File: src/rtl/mc_ctrl_pkg.sv
// Shared definitions for the multi-cycle MIPS-subset control unit.
// Holds the FSM state type, opcode/funct constants, ALU control codes and
// the mux-select encodings used by the controller and the datapath.
package mc_ctrl_pkg;

  typedef enum logic [3:0] {
    StFetch,
    StDecode,
    StMemAdr,
    StMemRd,
    StMemWb,
    StMemWr,
    StExec,
    StAluWb,
    StBranch,
    StAddiEx,
    StAddiWb,
    StJump,
    StIllegal,
    StHalt
  } state_e;

  // Opcodes, instr[31:26]
  localparam logic [5:0] OP_RTYPE = 6'b000000;
  localparam logic [5:0] OP_LW    = 6'b100011;
  localparam logic [5:0] OP_SW    = 6'b101011;
  localparam logic [5:0] OP_BEQ   = 6'b000100;
  localparam logic [5:0] OP_ADDI  = 6'b001000;
  localparam logic [5:0] OP_J     = 6'b000010;

  // R-type funct field, instr[5:0]
  localparam logic [5:0] FN_ADD = 6'b100000;
  localparam logic [5:0] FN_SUB = 6'b100010;
  localparam logic [5:0] FN_AND = 6'b100100;
  localparam logic [5:0] FN_OR  = 6'b100101;
  localparam logic [5:0] FN_SLT = 6'b101010;

  // ALU control codes, shared with the ALU
  localparam logic [2:0] ALU_ADD = 3'b010;
  localparam logic [2:0] ALU_SUB = 3'b110;
  localparam logic [2:0] ALU_AND = 3'b000;
  localparam logic [2:0] ALU_OR  = 3'b001;
  localparam logic [2:0] ALU_SLT = 3'b111;

  // ALU operand B select
  localparam logic [1:0] SRCB_RT      = 2'b00;
  localparam logic [1:0] SRCB_FOUR    = 2'b01;
  localparam logic [1:0] SRCB_IMM     = 2'b10;
  localparam logic [1:0] SRCB_IMM_SH2 = 2'b11;

  // Next-PC source select
  localparam logic [1:0] PC_SRC_ALU    = 2'b00;
  localparam logic [1:0] PC_SRC_ALUOUT = 2'b01;
  localparam logic [1:0] PC_SRC_JUMP   = 2'b10;

endpackage

File: src/rtl/mc_alu_dec.sv
// R-type funct to ALU control lookup.
// Ports:
//   funct       - instr[5:0]
//   alu_ctrl    - ALU operation code (000 when funct is unsupported)
//   funct_valid - 1 when funct is one of add/sub/and/or/slt
module mc_alu_dec
  import mc_ctrl_pkg::*;
(
  input  logic [5:0] funct,
  output logic [2:0] alu_ctrl,
  output logic       funct_valid
);

  always_comb begin
    alu_ctrl    = 3'b000;
    funct_valid = 1'b1;
    case (funct)
      FN_ADD:  alu_ctrl = ALU_ADD;
      FN_SUB:  alu_ctrl = ALU_SUB;
      FN_AND:  alu_ctrl = ALU_AND;
      FN_OR:   alu_ctrl = ALU_OR;
      FN_SLT:  alu_ctrl = ALU_SLT;
      default: funct_valid = 1'b0;
    endcase
  end

endmodule

File: src/rtl/mc_ctrl_fsm.sv
// Multi-cycle control unit for a MIPS-subset datapath with a shared
// instruction/data memory port. One Moore state per cycle, memory-ready
// stalls in FETCH/MEMRD/MEMWR, illegal-opcode flag and retire counter.
// Ports:
//   clk, rst          - clock, synchronous active-high reset
//   opcode, funct     - instruction fields from the IR
//   zero              - ALU zero flag (qualifies pc_write_cond in the datapath)
//   mem_ready         - shared memory access complete
//   pc_write .. pc_src - datapath strobes and mux selects
//   illegal           - one-cycle pulse on unsupported opcode/funct
//   halted            - parked in HALT
//   instr_count       - retired instruction count, wraps
module mc_ctrl_fsm
  import mc_ctrl_pkg::*;
#(
  parameter int unsigned CNT_W        = 32,
  parameter bit          ILLEGAL_HALT = 1'b0
) (
  input  logic             clk,
  input  logic             rst,
  input  logic [5:0]       opcode,
  input  logic [5:0]       funct,
  input  logic             zero,
  input  logic             mem_ready,
  output logic             pc_write,
  output logic             pc_write_cond,
  output logic             iord,
  output logic             mem_read,
  output logic             mem_write,
  output logic             ir_write,
  output logic             reg_write,
  output logic             reg_dst,
  output logic             mem_to_reg,
  output logic             alu_src_a,
  output logic [1:0]       alu_src_b,
  output logic [2:0]       alu_ctrl,
  output logic [1:0]       pc_src,
  output logic             illegal,
  output logic             halted,
  output logic [CNT_W-1:0] instr_count
);

  localparam logic [CNT_W-1:0] CntOne = {{(CNT_W-1){1'b0}}, 1'b1};

  state_e           state_q, state_d;
  logic [CNT_W-1:0] count_q;
  logic             retire;
  logic [2:0]       dec_alu_ctrl;
  logic             funct_valid;

  // The branch decision is made by the datapath (pc_write_cond & zero).
  logic unused_zero;
  assign unused_zero = zero;

  mc_alu_dec u_alu_dec (
    .funct       (funct),
    .alu_ctrl    (dec_alu_ctrl),
    .funct_valid (funct_valid)
  );

  always_ff @(posedge clk) begin
    if (rst) begin
      state_q <= StFetch;
      count_q <= '0;
    end else begin
      state_q <= state_d;
      if (retire) count_q <= count_q + CntOne;
    end
  end

  always_comb begin
    state_d = state_q;
    retire  = 1'b0;
    case (state_q)
      StFetch:  if (mem_ready) state_d = StDecode;
      StDecode: begin
        case (opcode)
          OP_LW, OP_SW: state_d = StMemAdr;
          OP_RTYPE:     state_d = StExec;
          OP_BEQ:       state_d = StBranch;
          OP_ADDI:      state_d = StAddiEx;
          OP_J:         state_d = StJump;
          default:      state_d = StIllegal;
        endcase
      end
      StMemAdr: state_d = (opcode == OP_SW) ? StMemWr : StMemRd;
      StMemRd:  if (mem_ready) state_d = StMemWb;
      StMemWr: begin
        if (mem_ready) begin
          retire  = 1'b1;
          state_d = StFetch;
        end
      end
      StExec:   state_d = funct_valid ? StAluWb : StIllegal;
      StAddiEx: state_d = StAddiWb;
      StMemWb, StAluWb, StBranch, StAddiWb, StJump: begin
        retire  = 1'b1;
        state_d = StFetch;
      end
      StIllegal: state_d = ILLEGAL_HALT ? StHalt : StFetch;
      StHalt:    state_d = StHalt;
      default:   state_d = StFetch;
    endcase
  end

  // Outputs decode state_q only (plus funct in EXEC, mem_ready in FETCH).
  // Held at zero while rst is high so no strobe fires in the reset cycle.
  always_comb begin
    pc_write      = 1'b0;
    pc_write_cond = 1'b0;
    iord          = 1'b0;
    mem_read      = 1'b0;
    mem_write     = 1'b0;
    ir_write      = 1'b0;
    reg_write     = 1'b0;
    reg_dst       = 1'b0;
    mem_to_reg    = 1'b0;
    alu_src_a     = 1'b0;
    alu_src_b     = 2'b00;
    alu_ctrl      = 3'b000;
    pc_src        = 2'b00;
    illegal       = 1'b0;
    halted        = 1'b0;
    if (!rst) begin
      case (state_q)
        StFetch: begin
          mem_read  = 1'b1;
          alu_src_b = SRCB_FOUR;
          alu_ctrl  = ALU_ADD;
          pc_src    = PC_SRC_ALU;
          ir_write  = mem_ready;
          pc_write  = mem_ready;
        end
        StDecode: begin
          alu_src_b = SRCB_IMM_SH2;
          alu_ctrl  = ALU_ADD;
        end
        StMemAdr, StAddiEx: begin
          alu_src_a = 1'b1;
          alu_src_b = SRCB_IMM;
          alu_ctrl  = ALU_ADD;
        end
        StMemRd: begin
          iord     = 1'b1;
          mem_read = 1'b1;
        end
        StMemWb: begin
          reg_write  = 1'b1;
          mem_to_reg = 1'b1;
        end
        StMemWr: begin
          iord      = 1'b1;
          mem_write = 1'b1;
        end
        StExec: begin
          alu_src_a = 1'b1;
          alu_src_b = SRCB_RT;
          alu_ctrl  = dec_alu_ctrl;
        end
        StAluWb: begin
          reg_write = 1'b1;
          reg_dst   = 1'b1;
        end
        StBranch: begin
          alu_src_a     = 1'b1;
          alu_src_b     = SRCB_RT;
          alu_ctrl      = ALU_SUB;
          pc_write_cond = 1'b1;
          pc_src        = PC_SRC_ALUOUT;
        end
        StAddiWb: reg_write = 1'b1;
        StJump: begin
          pc_write = 1'b1;
          pc_src   = PC_SRC_JUMP;
        end
        StIllegal: illegal = 1'b1;
        StHalt:    halted  = 1'b1;
        default: ;
      endcase
    end
  end

  assign instr_count = count_q;

endmodule

File: config.mk
export PLATFORM = sky130hd
export DESIGN_NAME = mc_ctrl_fsm
export DESIGN_NICKNAME = d
export VERILOG_FILES = /design/src/rtl/mc_ctrl_pkg.sv /design/src/rtl/mc_alu_dec.sv /design/src/rtl/mc_ctrl_fsm.sv
export SDC_FILE = /design/constraint.sdc
export NUM_CORES = 1
export LEC_CHECK = 0
export CAP_MARGIN = 30
export CORE_MARGIN = 1
export CORE_UTILIZATION = 51
export CTS_BUF_LIST = sky130_fd_sc_hd__clkbuf_8 sky130_fd_sc_hd__clkbuf_16
export DETAILED_ROUTE_END_ITERATION = 10
export PLACE_DENSITY = 0.82
export SYNTH_ARGS = -nofsm -noshare
export SYNTH_HDL_FRONTEND = slang
export SYNTH_SLANG_ARGS = --single-unit
export TNS_END_PERCENT = 20
File: constraint.sdc
create_clock -name clk -period 3.55 [get_ports clk]
set_input_delay 0.71 -clock clk [delete_from_list [all_inputs] [get_ports clk]]
set_output_delay 0.71 -clock clk [all_outputs]
set_load 0.005 [all_outputs]
==> load_flow_metrics.sql, run 1 <==
INSERT INTO impl_metrics (metric_group, metric, value, unit) VALUES
('global_routing', 'total_global_routing_track_utilization', '25.0', '%'),
('routing', 'initialDrtViolationCount', '204', ''),
('worst_setup_path', 'critPathCaptureType', 'output port', ''),
('timing', 'worst_clock_skew', '0.00832', 'ns'),
('synthesis', 'synth_seq_cells', '36', ''),
('layout', 'syn_to_final_growth', '33.2', '%'),
('layout', 'most-common-layout-cells', '65 x sky130_fd_sc_hd__clkdlybuf4s50_1, 36 x sky130_fd_sc_hd__dfxtp_1, 30 x sky130_fd_sc_hd__nor2_1', ''),
('synthesis', 'synthesis.instances', '293', ''),
('clock_network', 'tritoncts_num_sinks', '36', ''),
('floorplan', 'die-height', '68.4', 'um'),
('synthesis', 'synth.lib_cells_used.distinct', '52', ''),
('timing', 'max_freq', '0.317', 'GHz'),
('floorplan', 'core_region_area', '4120', 'sq um'),
('pwr', 'cell_internal_pwr', '0.000709', 'W'),
('timing', 'final-hold-violation-count', '0', ''),
('routing', 'drt.antenna.violating_nets', '0', ''),
('worst_setup_path', 'timing.critical_path.fanout_max', '3', ''),
('placement', 'hpwl', '4090', 'um'),
('flow_run', 'cap_violations', '0', ''),
('synthesis', 'ys.flop_type', 'sky130_fd_sc_hd__dfxtp_1', ''),
('layout', 'antenna-diode-count', '0', ''),
('routing', 'drt_pass1_iterations', '4', ''),
('clock_network', 'clkSlewWorstSetupHoldPaths', '0.08', 'ns'),
('timing', 'worst_case_hold_slack', '0.498', 'ns'),
('clock_network', 'cts-hold-fix-buffers', '0', ''),
('worst_setup_path', 'arrival', '2.44', 'ns'),
('worst_setup_path', 'critical_path.startpoint_type', 'input pin', ''),
('layout', 'fin_area', '2990', 'sq um'),
('global_routing', 'wire_length_of_the_first_global_routing_pass', '8950', 'um'),
('layout', 'drive_gt1_share', '5.14', '%'),
('worst_setup_path', 'worstPathRequired', '2.84', 'ns'),
('clock_network', 'clk_path_buf_depth', '2', ''),
('routing', 'detail_route.drc_violations', '0', ''),
('layout', 'mostFrequentLayoutCell', 'sky130_fd_sc_hd__clkdlybuf4s50_1', ''),
('floorplan', 'floorplan.die.width', '68.4', 'um'),
('clock_network', 'cts_tree', 'done', ''),
('routing', 'routed_wire_length_per_instance', '14.3', 'um'),
('run_status', 'run_status', 'finished, final reports clean', ''),
('placement', 'place_area', '2880', 'sq um'),
('global_routing', 'grt_antenna_before_repair', '0', ''),
('routing', 'via_per_inst', '5.99', ''),
('pwr', 'power_density', '329', 'nW/um^2'),
('synthesis', 'asyncSetResetFlopFracSynth', '0', '%'),
('clock_network', 'clk_latency', '0.28', 'ns'),
('clock_network', 'post_cts.repair.setup_buffers', '0', ''),
('timing', 'slew_headroom', '58.4', '%'),
('global_routing', 'grt_pass1_vias', '2030', ''),
('pwr', 'power_switching', '0.000275', 'W'),
('synthesis', 'count_of_flip_flops_with_a_built_in_enable_after_synthesis', '0', ''),
('routing', 'wirelength', '5730', 'um'),
('pwr', 'power.share.sequential', '44.6', '%'),
('clock_network', 'clock_tree.htree_level_count', '2', ''),
('pwr', 'swShare', '28.0', '%'),
('clock_network', 'post_cts_resized', '0', ''),
('timing', 'post-route-period-util', '88.8', '%'),
('global_routing', 'grt_start_max_net_pins', '32', ''),
('placement', 'placed_cells_incl_taps', '392', ''),
('pwr', 'relative_contribution_of_the_clock_network_to_total_power', '35.8', '%'),
('pwr', 'share_comb_of_total_power', '19.6', '%'),
('timing', 'slew_viol_final', '0', ''),
('clock_network', 'tritoncts.num_buffers', '5', ''),
('timing', 'setup_viol', '0', ''),
('synthesis', 'synth_seq_area_share', '32.1', '%'),
('placement', 'placer_s_final_routability_congestion_estimate', '0.874', ''),
('timing', 'period_needed', '3.15', 'ns'),
('min_path', 'hp-class', 'reg -> reg', ''),
('floorplan', 'num_rows', '23', ''),
('layout', 'instances_no_fill', '400', ''),
('placement', 'io_buffers', '65', ''),
('timing', 'unrepaired_setup_endpoints_after_global_routing', 'no', ''),
('synthesis', 'synth.net_count', '310', '');
==> final timing paths <==
kind | start | to | slack (ns) | cells after the start
worst max-delay path | funct[2] | alu_ctrl[0] | 0.40 | 6
worst min-delay path | instr_count[26]$_SDFFE_PP0P_ | instr_count[26]$_SDFFE_PP0P_ | 0.50 | 2
worst max register to register | state_q[3]$_SDFFE_PP0P_ | instr_count[31]$_SDFFE_PP0P_ | 0.81 | 5
worst min register to register | instr_count[26]$_SDFFE_PP0P_ | instr_count[26]$_SDFFE_PP0P_ | 0.50 | 2
==> cell families (layout without fill, tap and decap cells) <==
group | count (synthesis) | after routing | share of synthesized area (%)
flip-flops | 36 | 36 | 32.1
AO/OA/AOI/OAI | 69 | 69 | 19.7
AND/OR/NAND/NOR | 145 | 145 | 35.6
adder cells (fa/ha/maj) | 1 | 1 | 0.557
buffers and inverters | 24 | 81 | 5.01
XOR/XNOR | 18 | 18 | 7.02
==> metal layers <==
| layer | routed length [um] | GRT usage (%) | part of all wire, % |
|---|---|---|---|
| met5 | 0 | 0 | 0 |
| met4 | 57 | 6.51 | 0.99 |
| met3 | 305 | 5.00 | 5.3 |
| met2 | 2660 | 42.4 | 46 |
| met1 | 2710 | 32.1 | 47 |
==> Yosys cell counts (6+ instances only) <==
cell | count | area, sq um
sky130_fd_sc_hd__dfxtp_1 | 36 | 721
sky130_fd_sc_hd__nor2_1 | 30 | 113
sky130_fd_sc_hd__a21oi_1 | 26 | 130
sky130_fd_sc_hd__nand3_1 | 22 | 110
sky130_fd_sc_hd__nand2_1 | 19 | 71.3
sky130_fd_sc_hd__xor2_1 | 17 | 149
sky130_fd_sc_hd__o21ai_0 | 14 | 70.1
sky130_fd_sc_hd__clkbuf_1 | 11 | 41.3
sky130_fd_sc_hd__nand4_1 | 10 | 62.6
sky130_fd_sc_hd__nor3_1 | 10 | 50.1
sky130_fd_sc_hd__or3_1 | 8 | 50.1
sky130_fd_sc_hd__nand2b_1 | 7 | 43.8
sky130_fd_sc_hd__inv_1 | 6 | 22.5
==> registers in the layout, summed over array words and instances (netlist names) <==
signal / flops
state_q: 4
instr_count: 32
==> cell type report <==
cell class                 instances  area, sq um
multi-input combinational        233         1410
timing repair buffer              67          666
fill                             369         1120
tap                               50         62.6
sequential                        36          721
inverter                           6         22.5
clock inverter                     3         38.8
clock buffer                       5         68.8
==> per-stage QoR <==
step | power, W | utilization (%) | worst slack (ns)
final | 0.000984 | 72.7 | 0.398
after detailed placement | 0.000639 | 70.1 | 0.410
after global routing | 0.00102 | 72.7 | 0.282
after CTS | 0.000985 | 72.7 | 0.387
after global placement | 0.000634 | 70.1 | 0.457
after floorplan | 0.000560 | - | 1.42
==> power by group through the flow <==
stage               Combinational [W]  Clock [W]  Sequential (W)
floorplan                    0.000130          0        0.000430
global placement             0.000187          0        0.000447
detailed placement           0.000192          0        0.000448
CTS                          0.000192   0.000354        0.000439
global route                 0.000212   0.000370        0.000442
finish                       0.000193   0.000352        0.000439
==> critical path: stages <==
cell and delay, ns:
sky130_fd_sc_hd__clkdlybuf4s50_1 0.43, sky130_fd_sc_hd__nor2_1 0.19, sky130_fd_sc_hd__and2_1 0.18, sky130_fd_sc_hd__a21oi_1 0.07
sky130_fd_sc_hd__nor4b_1 0.30, sky130_fd_sc_hd__clkdlybuf4s50_1 0.55
Power figures use the tool's default switching activity.
==> run 2: changes to the inputs <==
SKIP_CTS_REPAIR_TIMING = 1   (was not set)
==> results of run 2 <==
The final DEF is identical to that of run 1; final timing and power are the same.
==> run 3: changes to the inputs <==
SLEW_MARGIN = 0   (was not set)
==> results of run 3 <==
The final DEF is identical to that of run 1; final timing and power are the same.
==> variant: new RTL, flow settings as in run 2 <==
`CNT_W`: 32 -> 16.
--- a/src/rtl/mc_ctrl_fsm.sv
+++ b/src/rtl/mc_ctrl_fsm.sv
@@ -13,7 +13,7 @@
 module mc_ctrl_fsm
   import mc_ctrl_pkg::*;
 #(
-  parameter int unsigned CNT_W        = 32,
+  parameter int unsigned CNT_W        = 16,
   parameter bit          ILLEGAL_HALT = 1'b0
 ) (
   input  logic             clk,
Interface: changed (resized instr_count); port bits go from 67 to 51. No check against the original RTL was run, so the function may have changed too.
==> variant against run 2 <==
Synthesized cell count fell by 33%. Routed wire length fell by 36%. Count of clock-buffer cells in the layout fell by 2. Area after synthesis fell by 37%. Setup slack got worse by 0.054 ns. Cell count fell by 33%. Critical path depth fell by 1. Register-to-register slack improved by 0.34 ns. Final area fell by 34%. Power fell by 24%. Sequential cell count fell by 16. Sequential share of layout area fell by 3.9 points.
==> variant: results (changes against run 2) <==
run status=completed; max reg flops=16 (-50%); Port-buffer cells=49 (-25%); gpl congestion=0.827 (-5.4%); RR Startpoint=state_q[2]; Synth Area in Compound Gates=18.2% (-1.5 points); Leakage Power=0.648 nW (-35%); xor-xnor portion of the synthesized cell area=6.81% (-0.21 points); largest net degree at the start of global routing=25 (-22%); gr usage total=27.4% (+2.4 points); layout cells sized above 1=4.18% (-0.96 points); Worst Path Max Fanout=9 (+6); dpl cells=265 (-32%); Synth area leaders=dfxtp_1 28%, nor2_1 7.7%, a21oi_1 5.7%; worst rel slew slack=42.1% (-16 points); global-route wire length before repair=6.00 mm (-33%); vias=1,648 (-31%); crit path from=rst; DR iter-0 viols=41 (-80%); register area share after synthesis=28.3% (-3.8 points); WL final=3.68 mm (-36%); Yosys cell types=43 (-17%); worst vdd ir=0.000305 V (+15%); Synth Instances=196 (-33%); skew final=0.00716 ns (-0.00117 ns); hold path startpoint=instr_count[15]; HPWL Detailed=2.66 mm (-35%); DRT Pass-1 Iters=5 (+1); area share of fa/ha/maj cells after synthesis=0.885% (+0.33 points); Post-Syn Nets=213 (-31%); crit path DAT=2.50 ns (+0.06 ns); commonest cells in the netlist=29 x nor2_1, 20 x dfxtp_1, 16 x a21oi_1
variant: power breakdown:
part	leakage (nW)	switching [mW]	internal, mW	total, mW
combinational	0.451	0.122	0.128	0.251
sequential	0.162	0.0374	0.238	0.275
clock	0.0357	0.0763	0.150	0.227
total	0.648	0.236	0.516	0.753
variant: layer usage:
metal	global-route usage [%]	up-vias	part of all wire, %
li1	-	805	-
met1	31.2	767	42
met2	50.8	72	52
met3	3.33	4	5.0
met4	10.7	0	1.2
met5	0	-	0
variant: critical path, cell delays in order:
cell and delay [ns]:
clkdlybuf4s50_1 0.55, or3_1 0.45, nor2_1 0.17, or2_2 0.12, clkdlybuf4s50_1 0.49
variant: path summary, 6_finish.rpt:
path,endpoint,slack [ns]
max,pc_write,0.34
min,instr_count[15],0.49
max reg2reg,instr_count[15],1.15
min reg2reg,instr_count[15],0.49
variant: cell families (layout without fill, tap and decap cells):
logic type      Yosys count  after routing
compound gates           42             42
xor+xnor                 11             11
fa+ha+maj                 1              1
buf+inv                  17             60
flops                    20             20
simple gates            105            105
variant: metrics by stage:
step	instance area (sq um)	setup slack, ns	hold WS [ns]
after global placement	1910	0.390	0.462
after CTS	1980	0.341	0.500
after floorplan	1410	1.42	0.470
after detailed placement	1910	0.345	0.490
after global routing	1980	0.243	0.519
final	1980	0.344	0.491
variant: area by class of cell:
class,instances,area (sq um)
Inverter,5,18.8
Tap cell,30,37.5
Multi-Input combinational cell,159,945
Fill cell,192,567
Clock inverter,1,30.0
Clock buffer,3,41.3
Sequential cell,20,400
Timing Repair Buffer,51,505
